## config.mk

```make
export PLATFORM = sky130hd
export DESIGN_NAME = exp_stream
export DESIGN_NICKNAME = d
export VERILOG_FILES = /design/src/rtl/exp_stream.sv
export SDC_FILE = /design/constraint.sdc
export NUM_CORES = 2
export LEC_CHECK = 0
export BUFFER_PORTS_ARGS = -buffer_cell sky130_fd_sc_hd__buf_2
export CAP_MARGIN = 20
export CORE_ASPECT_RATIO = 1.75
export CORE_MARGIN = 2
export CORE_UTILIZATION = 35
export CTS_BUF_LIST = sky130_fd_sc_hd__clkbuf_2
export CTS_CLUSTER_DIAMETER = 50
export DETAILED_ROUTE_END_ITERATION = 10
export GPL_TIMING_DRIVEN = 0
export SLEW_MARGIN = 20
export SYNTH_ARGS = -nofsm -noshare
export SYNTH_HDL_FRONTEND = slang
export SYNTH_SLANG_ARGS = --single-unit
```

## constraint.sdc

```tcl
create_clock -name clk -period 15.25 [get_ports clk]
set_input_delay 0.7625 -clock clk [delete_from_list [all_inputs] [get_ports clk]]
set_output_delay 0.7625 -clock clk [all_outputs]
set_load 0.005 [all_outputs]
```

## src/rtl/exp_stream.sv

```systemverilog
// exp_stream: LANES-wide streaming fixed-point e^x, 3-stage valid/ready pipe.
// Ports: clk, arst_n; i_valid/i_ready/i_data/i_last in; o_valid/o_ready/o_data/o_last out; o_sat_cnt.
module exp_stream #(
  parameter int INT_BIT  = 5,
  parameter int FRAC_BIT = 11,
  parameter int DWIDTH   = 16,
  parameter int LANES    = 4,
  parameter int SEG_BITS = 3
) (
  input  logic                    clk,
  input  logic                    arst_n,
  input  logic                    i_valid,
  output logic                    i_ready,
  input  logic [LANES*DWIDTH-1:0] i_data,
  input  logic                    i_last,
  output logic                    o_valid,
  input  logic                    o_ready,
  output logic [LANES*DWIDTH-1:0] o_data,
  output logic                    o_last,
  output logic [15:0]             o_sat_cnt
);

  localparam int RB     = FRAC_BIT - SEG_BITS;
  localparam int PW     = 2 * DWIDTH;
  localparam int CW     = $clog2(LANES + 1);
  localparam int HALF_R = 1 << (RB - 1);
  localparam int HALF_F = 1 << (FRAC_BIT - 1);
  localparam logic [DWIDTH-1:0] MAXV = {1'b0, {(DWIDTH-1){1'b1}}};

  // {clamped, round(e^n * 2^11)}; tables are built for 5.11 / 8 segments
  function automatic logic [DWIDTH:0] exp_int(input int n);
    logic [DWIDTH:0] e;
    e = '0;
    case (n)
      -8:      e = (DWIDTH+1)'(1);
      -7:      e = (DWIDTH+1)'(2);
      -6:      e = (DWIDTH+1)'(5);
      -5:      e = (DWIDTH+1)'(14);
      -4:      e = (DWIDTH+1)'(38);
      -3:      e = (DWIDTH+1)'(102);
      -2:      e = (DWIDTH+1)'(277);
      -1:      e = (DWIDTH+1)'(753);
      0:       e = (DWIDTH+1)'(2048);
      1:       e = (DWIDTH+1)'(5567);
      2:       e = (DWIDTH+1)'(15133);
      default: e = (n > 2) ? {1'b1, MAXV} : '0;
    endcase
    return e;
  endfunction

  // segment endpoints round(e^(k/8) * 2^11), k = 0..8
  function automatic logic [DWIDTH-1:0] seg_y(input int k);
    logic [DWIDTH-1:0] y;
    case (k)
      0:       y = DWIDTH'(2048);
      1:       y = DWIDTH'(2321);
      2:       y = DWIDTH'(2630);
      3:       y = DWIDTH'(2980);
      4:       y = DWIDTH'(3377);
      5:       y = DWIDTH'(3826);
      6:       y = DWIDTH'(4336);
      7:       y = DWIDTH'(4913);
      default: y = DWIDTH'(5567);
    endcase
    return y;
  endfunction

  logic              v1, v2;
  logic              l1, l2;
  logic              ld1, ld2, ld3;
  logic [DWIDTH-1:0] s1_lut  [LANES];
  logic              s1_clp  [LANES];
  logic [DWIDTH-1:0] s1_y0   [LANES];
  logic [DWIDTH-1:0] s1_dy   [LANES];
  logic [RB-1:0]     s1_r    [LANES];
  logic [PW-1:0]     s2_prod [LANES];
  logic              s2_clp  [LANES];
  logic [CW-1:0]     o_nsat;

  logic [DWIDTH-1:0] c1_lut  [LANES];
  logic              c1_clp  [LANES];
  logic [DWIDTH-1:0] c1_y0   [LANES];
  logic [DWIDTH-1:0] c1_dy   [LANES];
  logic [RB-1:0]     c1_r    [LANES];
  logic [PW-1:0]     c2_prod [LANES];
  logic [LANES*DWIDTH-1:0] c3_data;
  logic [CW-1:0]     c3_n;
  logic [16:0]       cnt_sum;

  assign ld3     = !o_valid || o_ready;
  assign ld2     = !v2 || ld3;
  assign ld1     = !v1 || ld2;
  assign i_ready = ld1;
  assign cnt_sum = {1'b0, o_sat_cnt} + 17'(o_nsat);

  always_comb begin
    logic [DWIDTH-1:0] x;
    logic [DWIDTH:0]   e;
    int                k;
    for (int l = 0; l < LANES; l++) begin
      x = i_data[l*DWIDTH +: DWIDTH];
      e = exp_int(int'($signed(x[DWIDTH-1 -: INT_BIT])));
      k = int'(x[FRAC_BIT-1 -: SEG_BITS]);
      c1_lut[l] = e[DWIDTH-1:0];
      c1_clp[l] = e[DWIDTH];
      c1_y0[l]  = seg_y(k);
      c1_dy[l]  = seg_y(k + 1) - seg_y(k);
      c1_r[l]   = x[RB-1:0];
    end
  end

  always_comb begin
    logic [DWIDTH+RB-1:0] t;
    logic [DWIDTH-1:0]    ef;
    for (int l = 0; l < LANES; l++) begin
      t = (DWIDTH+RB)'(s1_dy[l]) * (DWIDTH+RB)'(s1_r[l])
        + (DWIDTH+RB)'(HALF_R);
      ef = s1_y0[l] + DWIDTH'(t >> RB);
      c2_prod[l] = PW'(s1_lut[l]) * PW'(ef);
    end
  end

  always_comb begin
    logic [PW-1:0] q;
    logic          sat;
    c3_data = '0;
    c3_n    = '0;
    for (int l = 0; l < LANES; l++) begin
      q   = (s2_prod[l] + PW'(HALF_F)) >> FRAC_BIT;
      // a clamped LUT entry means e^n alone already overflows
      sat = s2_clp[l] || (q > PW'(MAXV));
      c3_data[l*DWIDTH +: DWIDTH] = sat ? MAXV : q[DWIDTH-1:0];
      c3_n = c3_n + CW'(sat);
    end
  end

  always_ff @(posedge clk or negedge arst_n) begin
    if (!arst_n) begin
      v1        <= 1'b0;
      v2        <= 1'b0;
      o_valid   <= 1'b0;
      l1        <= 1'b0;
      l2        <= 1'b0;
      o_last    <= 1'b0;
      o_data    <= '0;
      o_nsat    <= '0;
      o_sat_cnt <= '0;
      for (int l = 0; l < LANES; l++) begin
        s1_lut[l]  <= '0;
        s1_clp[l]  <= 1'b0;
        s1_y0[l]   <= '0;
        s1_dy[l]   <= '0;
        s1_r[l]    <= '0;
        s2_prod[l] <= '0;
        s2_clp[l]  <= 1'b0;
      end
    end else begin
      if (o_valid && o_ready)
        o_sat_cnt <= cnt_sum[16] ? 16'hFFFF : cnt_sum[15:0];
      if (ld1) begin
        v1 <= i_valid;
        if (i_valid) begin
          l1     <= i_last;
          s1_lut <= c1_lut;
          s1_clp <= c1_clp;
          s1_y0  <= c1_y0;
          s1_dy  <= c1_dy;
          s1_r   <= c1_r;
        end
      end
      if (ld2) begin
        v2 <= v1;
        if (v1) begin
          l2      <= l1;
          s2_prod <= c2_prod;
          s2_clp  <= s1_clp;
        end
      end
      if (ld3) begin
        o_valid <= v2;
        if (v2) begin
          o_last <= l2;
          o_data <= c3_data;
          o_nsat <= c3_n;
        end
      end
    end
  end

endmodule

```

-- Word-level counts from Yosys, hierarchy flattened
Memory sizes are Yosys's and may differ from the RTL's. A register that Yosys moved wholly into a read port is not among the register bits.
Cells that the tools add are included.
- register bits: 449
- memory bits (read-only): 1152
- input bits: 69
- output and inout port bits: 83
- logic and storage cells: 172
- memories: 12
- $add $sub $neg: 24
- $mul: 8
- $lt $le $gt $ge: 8
- equality and inequality tests: 40
- mux-type cells: 17
- reductions and logical operators: 26
- memories (memory ; words ; bits a word ; rd ports ; clocked after memory_dff ; wr ports ; line ; text):
    (name not given) ; 8 ; 12 ; 1 ; 1 ; 0 ; 54 ; case (k)
    (name not given) ; 8 ; 12 ; 1 ; 0 ; 0 ; 54 ;
    (name not given) ; 8 ; 12 ; 1 ; 0 ; 0 ; 54 ;
    (name not given) ; 8 ; 12 ; 1 ; 1 ; 0 ; 54 ;
    (name not given) ; 8 ; 12 ; 1 ; 0 ; 0 ; 54 ;
    (name not given) ; 8 ; 12 ; 1 ; 0 ; 0 ; 54 ;
    6 more memories ; - ; - ; - ; - ; - ; - ;
- operators by type and width (kind ; count):
    32-bit equality test, second input constant ; 32
    17-bit one-hot mux with 11 select lines ; 4
    16-bit 2-to-1 mux ; 9
    32-bit by 11-bit adder with 32-bit output, second input constant ; 4
    32-bit by 1-bit equality test with 1-bit output, second input constant ; 4
    32-bit by 2-bit equality test with 1-bit output, second input constant ; 4
    32-bit logical NOT ; 4
    16-bit by 16-bit multiplier with 32-bit output ; 4
    29-bit logical NOT ; 4
    24-bit by 8-bit adder with 24-bit output, second input constant ; 4
    16-bit by 8-bit multiplier with 24-bit output ; 4
    21-bit by 15-bit > comparator with 1-bit output, second input constant ; 4
    17-bit 2-to-1 mux ; 4
    16-bit adder ; 4
    16-bit subtractor ; 4
    5-bit by 3-bit > comparator with 1-bit output, second input constant ; 4
    16-bit by 3-bit adder with 17-bit output ; 1
    3-bit by 1-bit adder with 4-bit output, second input constant ; 4
    1-bit logical NOT ; 7
    1-bit logical OR ; 7
    2-bit AND reduction ; 3
    2-bit by 1-bit adder with 3-bit output ; 1
    3-bit by 1-bit adder with 3-bit output ; 1
    1-bit by 1-bit adder with 2-bit output ; 1
    1-bit logical AND ; 1

-- Depth between registers and ports, before layout
- word-level depth: 6
- depth in mapped cells: 54
- gate-level depth less buffers: 50

-- Worst setup path after synthesis
Ideal clock, no wire load.
- path kind: register -> register
- start point: register s1_r[10] (netlist name)
- end point: register s2_prod[61] (netlist name)
- setup time: 125 ps
- data arrival time: 11818 ps
- required time: 15125 ps
- path slack: 3307 ps
- cell stages (with the launch flop): 51
- buffers on the path: 3
- clock period less this slack: 11943 ps
- cell sequence: dfrtp_1 clkbuf_1 and2_1 fa_1 fa_1 fa_1 inv_1 fa_1 inv_1 ha_1 a21oi_1 nor2b_1 o21ai_0 o21ai_0 clkbuf_1 o311a_1 o21ai_0 nand2b_1 (+15 left out) inv_1 fa_1 fa_1 fa_1 inv_1 fa_1 inv_1 ha_1 a21oi_1 o211ai_1 a211oi_1 o21a_1 o31ai_1 a31oi_1 o211ai_1 a21oi_1 xnor2_1 mux2_2
- cells in the longest elaborated chain, start to end: 4
- ends and longest elaborated chain (item ; line ; text):
    start: declaration ; 75 ; logic [RB-1:0] s1_r [LANES];
    start signal: assignment ; 168 ; s1_r <= c1_r;
    16-bit by 8-bit multiplier with 24-bit output ; 116 ; t = (DWIDTH+RB)'(s1_dy[l]) * (DWIDTH+RB)'(s1_r[l])
    24-bit by 8-bit adder with 24-bit output ; 117 ; + (DWIDTH+RB)'(HALF_R);
    16-bit adder ; 118 ; ef = s1_y0[l] + DWIDTH'(t >> RB);
    16-bit by 16-bit multiplier with 32-bit output ; 119 ; c2_prod[l] = PW'(s1_lut[l]) * PW'(ef);
    end signal: assignment ; 175 ; s2_prod <= c2_prod;
    end: declaration ; 76 ; logic [PW-1:0] s2_prod [LANES];
No other way between the ends.
A chain may end at the register's enable or synchronous reset.

-- Final worst setup path
- start point: register s1_r[14] (netlist name)
- end point: register s2_prod[62] (netlist name)
Same word-level chain as after synthesis.

==> summary.txt <==
Post-Synth Simple-Gate Area = 19.44%
Highest Signal Layer = met5
top-area cell type share of the netlist area = 30.23%
Initial Util = 35.24%
crit-path max FO = 10
status = finished with violations
Fin. Hold Viols = 0
Most common cell on crit path = fa_1
most frequent cells in the layout = inv_1 (1480), nand2_1 (1163), fa_1 (1062)
critical path type = register to register
num ports = 152
drc violations = 1
router iterations before antenna repair = 9
Final setup viols = 0
Worst setup SP type = register
number of max-cap violations = 0
WL/cell = 20.22 um
CP peak stage delay = 0.65 ns
Mapped Area = 70330 sq um
Netlist cell types = 85
commonest non-fill, non-tap cell in the layout = inv_1
row count = 217
drt via density = 5.151
H-tree lvl count = 3
Die H = 597.0 um
Reg-to-Reg End = s2_prod[62]$_DFFE_PN0P_
vias in the first global route = 62485
Place WS = 0.2789 ns
Area contributors post-synth = fa_1 (30%), dfrtp_1 (14%), ha_1 (13%)
syn_area_per_cell = 8.589 sq um
Synth Register Bits = 381
Clock Skew = 0.1538 ns
Antenna Nets Post-Route = 0
Synth Area in Compound Gates = 9.735%
metal2 WL = 118300 um
adder-cell share of the synthesized area = 43.70%
Post-synth ARST share = 100.0%
gr ovfl total = 0
Max Slew Vio Count = 0
reg2reg setup slack = 0.75 ns
Clk Latency, worst-skew pair = 1.43 ns
largest family of logic cells by synthesized area = adder cells
DRT iter0 DRCs = 2913
WP data arrival = 15.63 ns
Final Critical Period = 14.50 ns
met1 WL = 82630 um
total CTS buffers = 98
WL met3 = 9182 um
RR Startpoint = s1_r[14]$_DFFE_PN0P_
Req. time, crit path = 16.38 ns
Final period util = 95.08%
sequential fraction of the synthesis area = 13.56%
Core ar. = 199600 sq um
failing checks = DRC
CTS root buf = clkbuf_2
final instance area = 76500 sq um
Final Core Density = 38.34%
Mapped Cells = 8188
Tot GR Track Use = 22.35%
fraction of layout cells with a size suffix above 1 = 4.475%
largest net degree at the start of global routing = 92
Slowest-stage cell, CP = dfrtp_1
initial antenna violation count = 17
Hold Path Class = input pin to register
Hold Crit Depth = 4
Synth Area in XOR/XNOR = 3.309%
Post-Place Cells = 10964
worst min-delay path endpoint = s1_r[20]$_DFFE_PN0P_
# Post-CTS Setup Buffers = 0
R2R depth = 49
CTS tree = yes
f_max = 68.97 MHz
actual slew at the worst max-slew pin = 1.239 ns
Final WS setup = 0.7508 ns
most used flip-flop cell after synthesis = dfrtp_1
EDFF count, synth = 0
Synth Warn # = 0
non-filler cells, final = 11240
clock buffer depth = 3
mux share of post-synthesis cell area = 0.3220%
HPWL Detailed = 192400 um
cell accounting for the most synthesized area = fa_1
Crit. End Element = register
Placement Cell Area = 74510 sq um
Worst Hold Launch = i_data[20]
# port buffers = 142
die area = 204700 sq um
RePlAce Congestion = 0.9680
TritonCTS Sinks = 381
Post-Syn Nets = 10076
WL final = 227300 um
final net count = 10429
clock slew at reported path FFs = 0.10 ns
die width = 342.9 um
first-pass GRT wire length = 352600 um
vias after detailed routing = 57895
Area Overhead vs Synth = 8.780%
Slew headroom = 17.41%
-- critical path, delay by kind of cell (launching register included) --
| family | cells | cell delay [ns] |
|---|---|---|
| AOI/OAI and AO/OA | 18 | 4.20 |
| muxes | 1 | 0.17 |
| and+or+nand+nor | 7 | 1.27 |
| adders and majority gates | 13 | 5.69 |
| xor gates and xnor gates | 3 | 0.69 |
| DFF | 1 | 0.65 |
| buffers and inverters | 7 | 1.50 |
-- kinds of logic (layout without fill, tap and decap cells) --
logic type | after synthesis | count (layout)
AO/OA/AOI/OAI | 1073 | 1073
buffers and inverters | 1857 | 2273
AND/OR/NAND/NOR | 2773 | 2773
XOR/XNOR | 264 | 264
other | 0 | 8
flip-flops | 381 | 381
multiplexers | 21 | 21
adder cells (fa/ha/maj) | 1819 | 1819
-- how the worst max path moves through the flow --
stage / startpoint / to / slack, ns / cells past startpoint
floorplan: s1_r[10]$_DFFE_PN0P_ / s2_prod[61]$_DFFE_PN0P_ / 3.31 / 50
global placement: s1_r[12]$_DFFE_PN0P_ / s2_prod[61]$_DFFE_PN0P_ / 0.46 / 50
detailed placement: s1_r[12]$_DFFE_PN0P_ / s2_prod[61]$_DFFE_PN0P_ / 0.28 / 50
CTS: s1_r[14]$_DFFE_PN0P_ / s2_prod[61]$_DFFE_PN0P_ / 0.17 / 50
global route: s1_r[12]$_DFFE_PN0P_ / s2_prod[62]$_DFFE_PN0P_ / -0.007 / 50
finish: s1_r[14]$_DFFE_PN0P_ / s2_prod[62]$_DFFE_PN0P_ / 0.75 / 49
-- synthesized netlist by cell type (all sizes together), types with 73 or more instances --
library cell  number
nand3            126
ha               757
o21ai            293
and3              80
nand2           1163
a21o             122
clkbuf           347
nor2             293
xnor2            184
and2             701
inv             1480
a21oi            258
nor3              73
xor2              80
fa              1062
dfrtp            381
-- metal layers --
| metal | track usage [%] | vias up |
|---|---|---|
| li1 | - | 26545 |
| met5 | 0 | - |
| met2 | 41.39 | 1743 |
| met3 | 2.352 | 704 |
| met4 | 14.53 | 10 |
| met1 | 23.81 | 28893 |
-- sequential cells by signal (all words and copies together), names as in the netlist --
signal,count
l1,1
o_last,1
o_valid,1
o_sat_cnt,16
l2,1
s1_r,32
s1_lut,60
v1,1
o_data,64
s1_dy,64
s2_clp,4
o_nsat,3
s2_prod,88
v2,1
s1_y0,44
-- timing repair --
action	in CTS	in global routing
resized for setup	0	3
endpoints found under the hold margin	441	0
endpoints found under the setup margin	0	9
hold buffers	105	0
-- metrics by stage --
step | hold slack (ns) | setup TNS, ns
floorplan | 0.4384 | 0
global placement | 0.4605 | 0
detailed placement | 0.4732 | 0
CTS | 0.001531 | 0
global route | 0.04443 | -0.009649
finish | 0.1306 | 0
-- final cells by class --
type | count | area, sq um
Clock inverter | 36 | 256.5
Buffer | 376 | 1451
Fill cell | 20586 | 123100
Clock buffer | 127 | 635.6
Antenna cell | 8 | 20.02
Timing Repair Buffer | 253 | 1902
Tap cell | 2628 | 3288
Multi-Input combinational cell | 5950 | 53860
Inverter | 1481 | 5559
Sequential cell | 381 | 9534
Power is left out: the tool's default activity adds up to more than one toggle a clock period on the data nets, which glitch-free logic cannot reach.
